`src/rtl/aes_seq_pkg.sv`:
```
// Shared types and constants for the AES stimulus sequencer: FSM states,
// pipeline latency, MISR feedback polynomial and default widths.
package aes_seq_pkg;

  localparam int AES_LATENCY = 21;
  localparam int CNT_W_DEF   = 32;
  localparam int DATA_W_DEF  = 128;

  // x^128 + x^29 + x^27 + x^2 + 1, the x^128 term is implicit in the shift-out
  localparam logic [127:0] MISR_POLY = 128'h2800_0005;

  typedef enum logic [2:0] {
    IDLE,
    SEED,
    WARM,
    RUN,
    DRAIN,
    DONE
  } seq_state_t;

endpackage

```
`src/rtl/aes_valid_pipe.sv`:
```
// Single-bit shift register that tracks which AES pipeline slots carry a
// counted test; the last stage lines up with the ciphertext on the AES output.
module aes_valid_pipe #(
  parameter int DEPTH = 21
) (
  input  logic clk,
  input  logic clear,
  input  logic din,
  output logic dout
);

  logic [DEPTH-1:0] stages;

  always_ff @(posedge clk) begin
    if (clear) begin
      stages <= '0;
    end else begin
      stages <= {stages[DEPTH-2:0], din};
    end
  end

  assign dout = stages[DEPTH-1];

endmodule

```
`src/rtl/aes_stim_sequencer.sv`:
```
// Sequences LFSR seeding, AES clock enable and ciphertext tagging for a run of N encryptions.
// Optional MISR signature over tagged ciphertexts is enabled with `define AES_SEQ_SIGNATURE_EN.
module aes_stim_sequencer
  import aes_seq_pkg::*;
#(
  parameter int LATENCY = AES_LATENCY,
  parameter int CNT_W   = CNT_W_DEF,
  parameter int DATA_W  = DATA_W_DEF
) (
  input  logic              clk,
  input  logic              rst_n,
  input  logic              start,
  input  logic [CNT_W-1:0]  num_tests,
  input  logic [DATA_W-1:0] ct_in,
  output logic              lfsr_load_seed,
  output logic              lfsr_enable,
  output logic              aes_enable,
  output logic              ct_valid,
  output logic [CNT_W-1:0]  ct_count,
  output logic              busy,
  output logic              done,
  output logic [DATA_W-1:0] signature
);

  seq_state_t       state;
  logic [CNT_W-1:0] phase_cnt;
  logic             accept;

  assign accept = (state == IDLE) && start && (num_tests != '0);

  aes_valid_pipe #(
    .DEPTH (LATENCY)
  ) u_valid_pipe (
    .clk   (clk),
    .clear (!rst_n),
    .din   (state == RUN),
    .dout  (ct_valid)
  );

  // phase_cnt holds N through SEED/WARM, then counts RUN and DRAIN down to 1
  always_ff @(posedge clk) begin
    if (!rst_n) begin
      state          <= IDLE;
      phase_cnt      <= '0;
      ct_count       <= '0;
      lfsr_load_seed <= 1'b0;
      lfsr_enable    <= 1'b0;
      aes_enable     <= 1'b0;
      busy           <= 1'b0;
      done           <= 1'b0;
    end else begin
      if (ct_valid) begin
        ct_count <= ct_count + CNT_W'(1);
      end
      case (state)
        IDLE: begin
          if (accept) begin
            state          <= SEED;
            phase_cnt      <= num_tests;
            ct_count       <= '0;
            lfsr_load_seed <= 1'b1;
            lfsr_enable    <= 1'b1;
            busy           <= 1'b1;
          end
        end
        SEED: begin
          state          <= WARM;
          lfsr_load_seed <= 1'b0;
        end
        WARM: begin
          state      <= RUN;
          aes_enable <= 1'b1;
        end
        RUN: begin
          if (phase_cnt == CNT_W'(1)) begin
            state     <= DRAIN;
            phase_cnt <= CNT_W'(LATENCY);
          end else begin
            phase_cnt <= phase_cnt - CNT_W'(1);
          end
        end
        DRAIN: begin
          if (phase_cnt == CNT_W'(1)) begin
            state       <= DONE;
            lfsr_enable <= 1'b0;
            aes_enable  <= 1'b0;
            busy        <= 1'b0;
            done        <= 1'b1;
          end else begin
            phase_cnt <= phase_cnt - CNT_W'(1);
          end
        end
        DONE: begin
          if (!start) begin
            state <= IDLE;
            done  <= 1'b0;
          end
        end
        default: begin
          state <= IDLE;
        end
      endcase
    end
  end

`ifdef AES_SEQ_SIGNATURE_EN
  localparam logic [DATA_W-1:0] POLY = DATA_W'(MISR_POLY);

  logic [DATA_W-1:0] sig_reg;

  always_ff @(posedge clk) begin
    if (!rst_n || accept) begin
      sig_reg <= '0;
    end else if (ct_valid) begin
      sig_reg <= ({sig_reg[DATA_W-2:0], 1'b0} ^ (sig_reg[DATA_W-1] ? POLY : '0)) ^ ct_in;
    end
  end

  assign signature = sig_reg;
`else
  logic unused_ct_in;

  assign unused_ct_in = ^ct_in;
  assign signature    = '0;
`endif

endmodule

```
`config.mk`:
```
export PLATFORM = sky130hd
export DESIGN_NAME = aes_stim_sequencer
export DESIGN_NICKNAME = d
export VERILOG_FILES = /design/src/rtl/aes_seq_pkg.sv /design/src/rtl/aes_valid_pipe.sv /design/src/rtl/aes_stim_sequencer.sv
export SDC_FILE = /design/constraint.sdc
export NUM_CORES = 1
export LEC_CHECK = 0
export CORE_UTILIZATION = 34
export DETAILED_ROUTE_END_ITERATION = 7
export PLACE_DENSITY = 0.77
export SETUP_SLACK_MARGIN = 0.5
export SYNTH_ARGS = -nofsm -noshare
export SYNTH_HDL_FRONTEND = slang
export SYNTH_SLANG_ARGS = --single-unit
export TNS_END_PERCENT = 100
```
`constraint.sdc`:
```
create_clock -name clk -period 2.6 [get_ports clk]
set_input_delay 0.52 -clock clk [delete_from_list [all_inputs] [get_ports clk]]
set_output_delay 0.52 -clock clk [all_outputs]
set_load 0.03 [all_outputs]
```
==> impl.org <==
** Status
- The run finished with clean final reports.

** Synthesis
- Syn Inst Count :: 656
- Syn. warnings :: 0
- In this run, synthesis produced a sequential element count of 92.
- Averaged over all synthesized cells, the footprint is 8.27 µm².
- In the synthesized netlist the dominant register cell turns out to be sky130_fd_sc_hd__dfxtp_1.
- The synthesized design contains 0 enable-type register cells.
- The largest total area in the synthesized netlist belongs to sky130_fd_sc_hd__dfxtp_1.
- Biggest area contributors in the synthesized netlist :: sky130_fd_sc_hd__dfxtp_1 (34%), sky130_fd_sc_hd__buf_4 (18%), sky130_fd_sc_hd__nor2_1 (5.1%)
- Part of the Yosys area used for sequential elements :: 34.0%
- Counting flops with an async set or reset pin after synthesis yields a share of 0%.
- Post-synthesis instance area :: 0.00542 mm²
- In this run the biggest area consumer among cell types represents 34.0% of the synthesized area.
- Synth cell types :: 58

** Critical path
- Reg2Reg Capture Point :: phase_cnt[20]
- Worst-path maximum fanout :: 7
- RR Startpoint :: phase_cnt[23]
- In this run the register-to-register setup slack is 0.12 ns.
- The worst setup path is launched from a flip-flop.
- Element type at the critical path end :: flip-flop
- Required time of the critical path :: 2.85 ns
- The worst setup path is of the flip-flop to flip-flop kind.
- The number of cells on the worst reg-to-reg path is 8.
- Worst path arrival time :: 2.73 ns

** Layout
- The library cell used most frequently in the layout, excluding fill and tap cells, is sky130_fd_sc_hd__conb_1.
- Signed area change from the synthesized netlist to the final layout :: 32.8%
- Util after Layout :: 46.9%
- The sequential cells in the finished layout cover a total of 0.00185 mm².
- Commonest cells after routing, fill and taps aside :: sky130_fd_sc_hd__conb_1 (128), sky130_fd_sc_hd__dfxtp_1 (85), sky130_fd_sc_hd__nor2_1 (63)
- The number of antenna diodes in the final layout is 0.
- Final-layout fill cell count :: 1429
- Multi-input logic area :: 0.00324 mm²
- The post-route netlist has 21.3% of its cells at a drive strength greater than 1.
- The net count of the finished layout is 946.

** Drt
- Average wire per standard cell :: 14.2 µm
- DRC Markers :: 0
- The first detailed-routing pass took 5 iterations.
- Met1 layer wirelength in the final routing :: 5740 µm
- The routed design uses 1140 µm of met3 wire.
- Vias per cell :: 4.98
- Number of design-rule violations left by the first detailed-router iteration :: 322
- The final layout contains routed wiring with a total length of 14200 µm.
- Overall via count from detail_route :: 4956
- Max layer used :: met4
- WL met2 :: 6980 µm
- Final ANT Viol Nets :: 0

** Timing
- Final hold viol count :: 0
- Setup violations remaining at the end of the flow were counted as 0.
- Total count of max-transition violations in the final report :: 0
- Setup Skew :: 0.00590 ns
- Final period util :: 95.4%
- Once routing completed, OpenROAD measured the worst setup slack at 0.121 ns.
- Maximum clock frequency :: 0.403 GHz
- Unrepaired setup endpoints after global routing :: yes
- Tightest slew margin relative to the limit :: 51.7%
- Setup total negative slack on the finished layout was measured at 0 ns.
- For the pin with the worst max-slew slack, the measured transition is 0.724 ns.
- Final critical delay including setup and external delays :: 2.48 ns

** Worst hold path
- Endpoint of the worst hold path :: u_valid_pipe.stages[18]
- Counting instances, the worst hold path has a depth of 1.
- The startpoint identified for the worst hold timing path is u_valid_pipe.stages[17].
- The min-delay analysis places its worst path in the category flip-flop to flip-flop.

** Floorplan
- Io pins :: 329
- Total Die Area :: 0.0165 mm²
- Effective utilization at floorplan :: 35.3%
- Measured along the x axis, the die boundary spans 128 µm.
- The die is 128 µm tall.
- # rows :: 45
- Area of the core :: 0.0154 mm²

** Placement
- Last weighted congestion value of the routability-driven placer :: 0.882
- Post-detail-place hpwl :: 9290 µm
- Pre-CTS worst setup slack :: -0.131 ns
- IO buf count :: 72

** Clock network
- The H-tree generated during clock tree synthesis spans 3 levels.
- In this run the clock root is driven by a sky130_fd_sc_hd__clkbuf_16.
- At the later pin of the worst-skew pair, clock insertion delay measures 0.36 ns.
- TritonCTS built the clock tree.
- Clock transition at path regs :: 0.07 ns
- Quantity of hold-fixing buffers added after cts :: 0
- Inserted Clock Buffers :: 9
- Maximum number of buffers from clock root to sink :: 2
- Clock tree synthesis found a total of 92 sinks.

** Pwr
- In this run the power density over the cells is 569 mW/mm².
- Reported leakage power :: 0.00309 µW
- Peak ir drop on the vdd network :: 0.361 mV
- Sum of internal, switching and leakage power :: 4100 µW

** GRT
- Across every metal layer, demand over resource in global routing totals 16.2%.
- Number of antenna violations at the first check in global routing :: 0
- Entering global routing, the biggest net connects 59 pins.
- Summed over all layers, the global routing overflow is 0.
- The first global-routing pass estimated 21100 µm of wire.
- The via count of the first global-routing pass was 4327.

** Flow run
- Total of max-cap violations :: 0
-- Yosys cell counts (2+ instances only) --
master                     count
sky130_fd_sc_hd__ha_1          3
sky130_fd_sc_hd__o41ai_1       5
sky130_fd_sc_hd__buf_6         4
sky130_fd_sc_hd__o31ai_1       5
sky130_fd_sc_hd__o21ai_0      28
sky130_fd_sc_hd__a221oi_1      9
sky130_fd_sc_hd__a22oi_1       4
sky130_fd_sc_hd__or3_1        12
sky130_fd_sc_hd__o211ai_1      3
sky130_fd_sc_hd__nand3b_1      3
sky130_fd_sc_hd__and3_1        4
sky130_fd_sc_hd__nor2b_1       2
sky130_fd_sc_hd__a21oi_1      21
sky130_fd_sc_hd__o32ai_1       6
sky130_fd_sc_hd__nor2_1       73
sky130_fd_sc_hd__nor3_1       17
sky130_fd_sc_hd__and3b_1       2
sky130_fd_sc_hd__nor3b_1       4
sky130_fd_sc_hd__nor4_1       18
sky130_fd_sc_hd__buf_2         3
sky130_fd_sc_hd__nand4_1      16
sky130_fd_sc_hd__and4_1        2
sky130_fd_sc_hd__inv_1         6
sky130_fd_sc_hd__dfxtp_1      92
sky130_fd_sc_hd__or4_1         5
sky130_fd_sc_hd__a32o_1        9
sky130_fd_sc_hd__xor2_1       26
sky130_fd_sc_hd__and2_1       23
sky130_fd_sc_hd__o22ai_1       3
sky130_fd_sc_hd__nand3_1      10
sky130_fd_sc_hd__clkbuf_1     21
sky130_fd_sc_hd__a32oi_1       5
sky130_fd_sc_hd__buf_4       131
sky130_fd_sc_hd__nand2b_1      3
sky130_fd_sc_hd__nand2_1      44
sky130_fd_sc_hd__a31oi_1       3
sky130_fd_sc_hd__xnor2_1      10
-- power breakdown --
part	internal [µW]	total [µW]	switching (µW)
registers	1470	1540	69.9
clock network	675	1320	643
logic	462	1240	777
-- routing by layer --
metal  vias up  GRT usage [%]
met4         0           5.95
li1       2307              -
met2       278           28.1
met5         -              0
met1      2341           19.6
met3        30           3.59
-- layout make-up --
class	instances	share of cell area [%]
Sequential cell	92	25.7
Tap cell	211	3.67
Timing Repair Buffer	146	21.4
Inverter	6	0.313
Clock buffer	9	3.13
Clock inverter	7	0.869
Multi-Input combinational cell	525	44.9
-- critical path, stage by stage (launching register included) --
cell and delay (ns):
sky130_fd_sc_hd__dfxtp_1 0.32, sky130_fd_sc_hd__or4_4 0.55, sky130_fd_sc_hd__or4_4 0.57, sky130_fd_sc_hd__nor4_4 0.18, sky130_fd_sc_hd__buf_4 0.17, sky130_fd_sc_hd__nor2_4 0.07
sky130_fd_sc_hd__buf_12 0.16, sky130_fd_sc_hd__a22o_1 0.17, sky130_fd_sc_hd__a32o_1 0.19
-- cell families after synthesis --
kind of cell / count (synthesis) / share of synthesized area, %
and+or+nand+nor: 245 / 23.4
buffers and inverters: 166 / 21.2
AOI/OAI and AO/OA: 112 / 14.7
DFF: 92 / 34.0
xor gates and xnor gates: 36 / 5.81
adders and majority gates: 3 / 0.692
other: 1 / 0.0692
muxes: 1 / 0.185
-- stage by stage --
| step | cell area (µm²) | instances | hold WS, ns |
|---|---|---|---|
| 3_5_place_dp | 6330 | 962 | 0.419 |
| 3_3_place_gp | 6330 | 962 | 0.414 |
| 6_report | 7200 | 996 | 0.436 |
| 5_1_grt | 7200 | 996 | 0.451 |
| 2_1_floorplan | 6000 | 783 | 0.412 |
| 4_1_cts | 6910 | 988 | 0.437 |
-- state kept, by name (all words and copies together) (netlist names) --
register             flops
ct_count                32
phase_cnt               32
u_valid_pipe.stages     21
state                    3
done                     1
lfsr_load_seed           1
aes_enable               1
busy                     1
-- worst max-delay path by stage --
stage,slack (ns),endpoint,from,cells after the start
2_1_floorplan,0.07,aes_enable,phase_cnt[14],8
3_3_place_gp,-0.13,phase_cnt[23],num_tests[5],8
3_5_place_dp,-0.13,phase_cnt[26],num_tests[23],9
4_1_cts,0.17,phase_cnt[7],phase_cnt[23],7
5_1_grt,0.05,phase_cnt[29],phase_cnt[27],8
6_report,0.12,phase_cnt[20],phase_cnt[23],8
-- timing repair --
action,CTS,global route
resized for setup,32,67
endpoints found under the setup margin,70,70
cloned,4,1
setup buffers,6,7
pin swaps,13,19
endpoints found under the hold margin,0,0
Power figures use the tool's default switching activity.
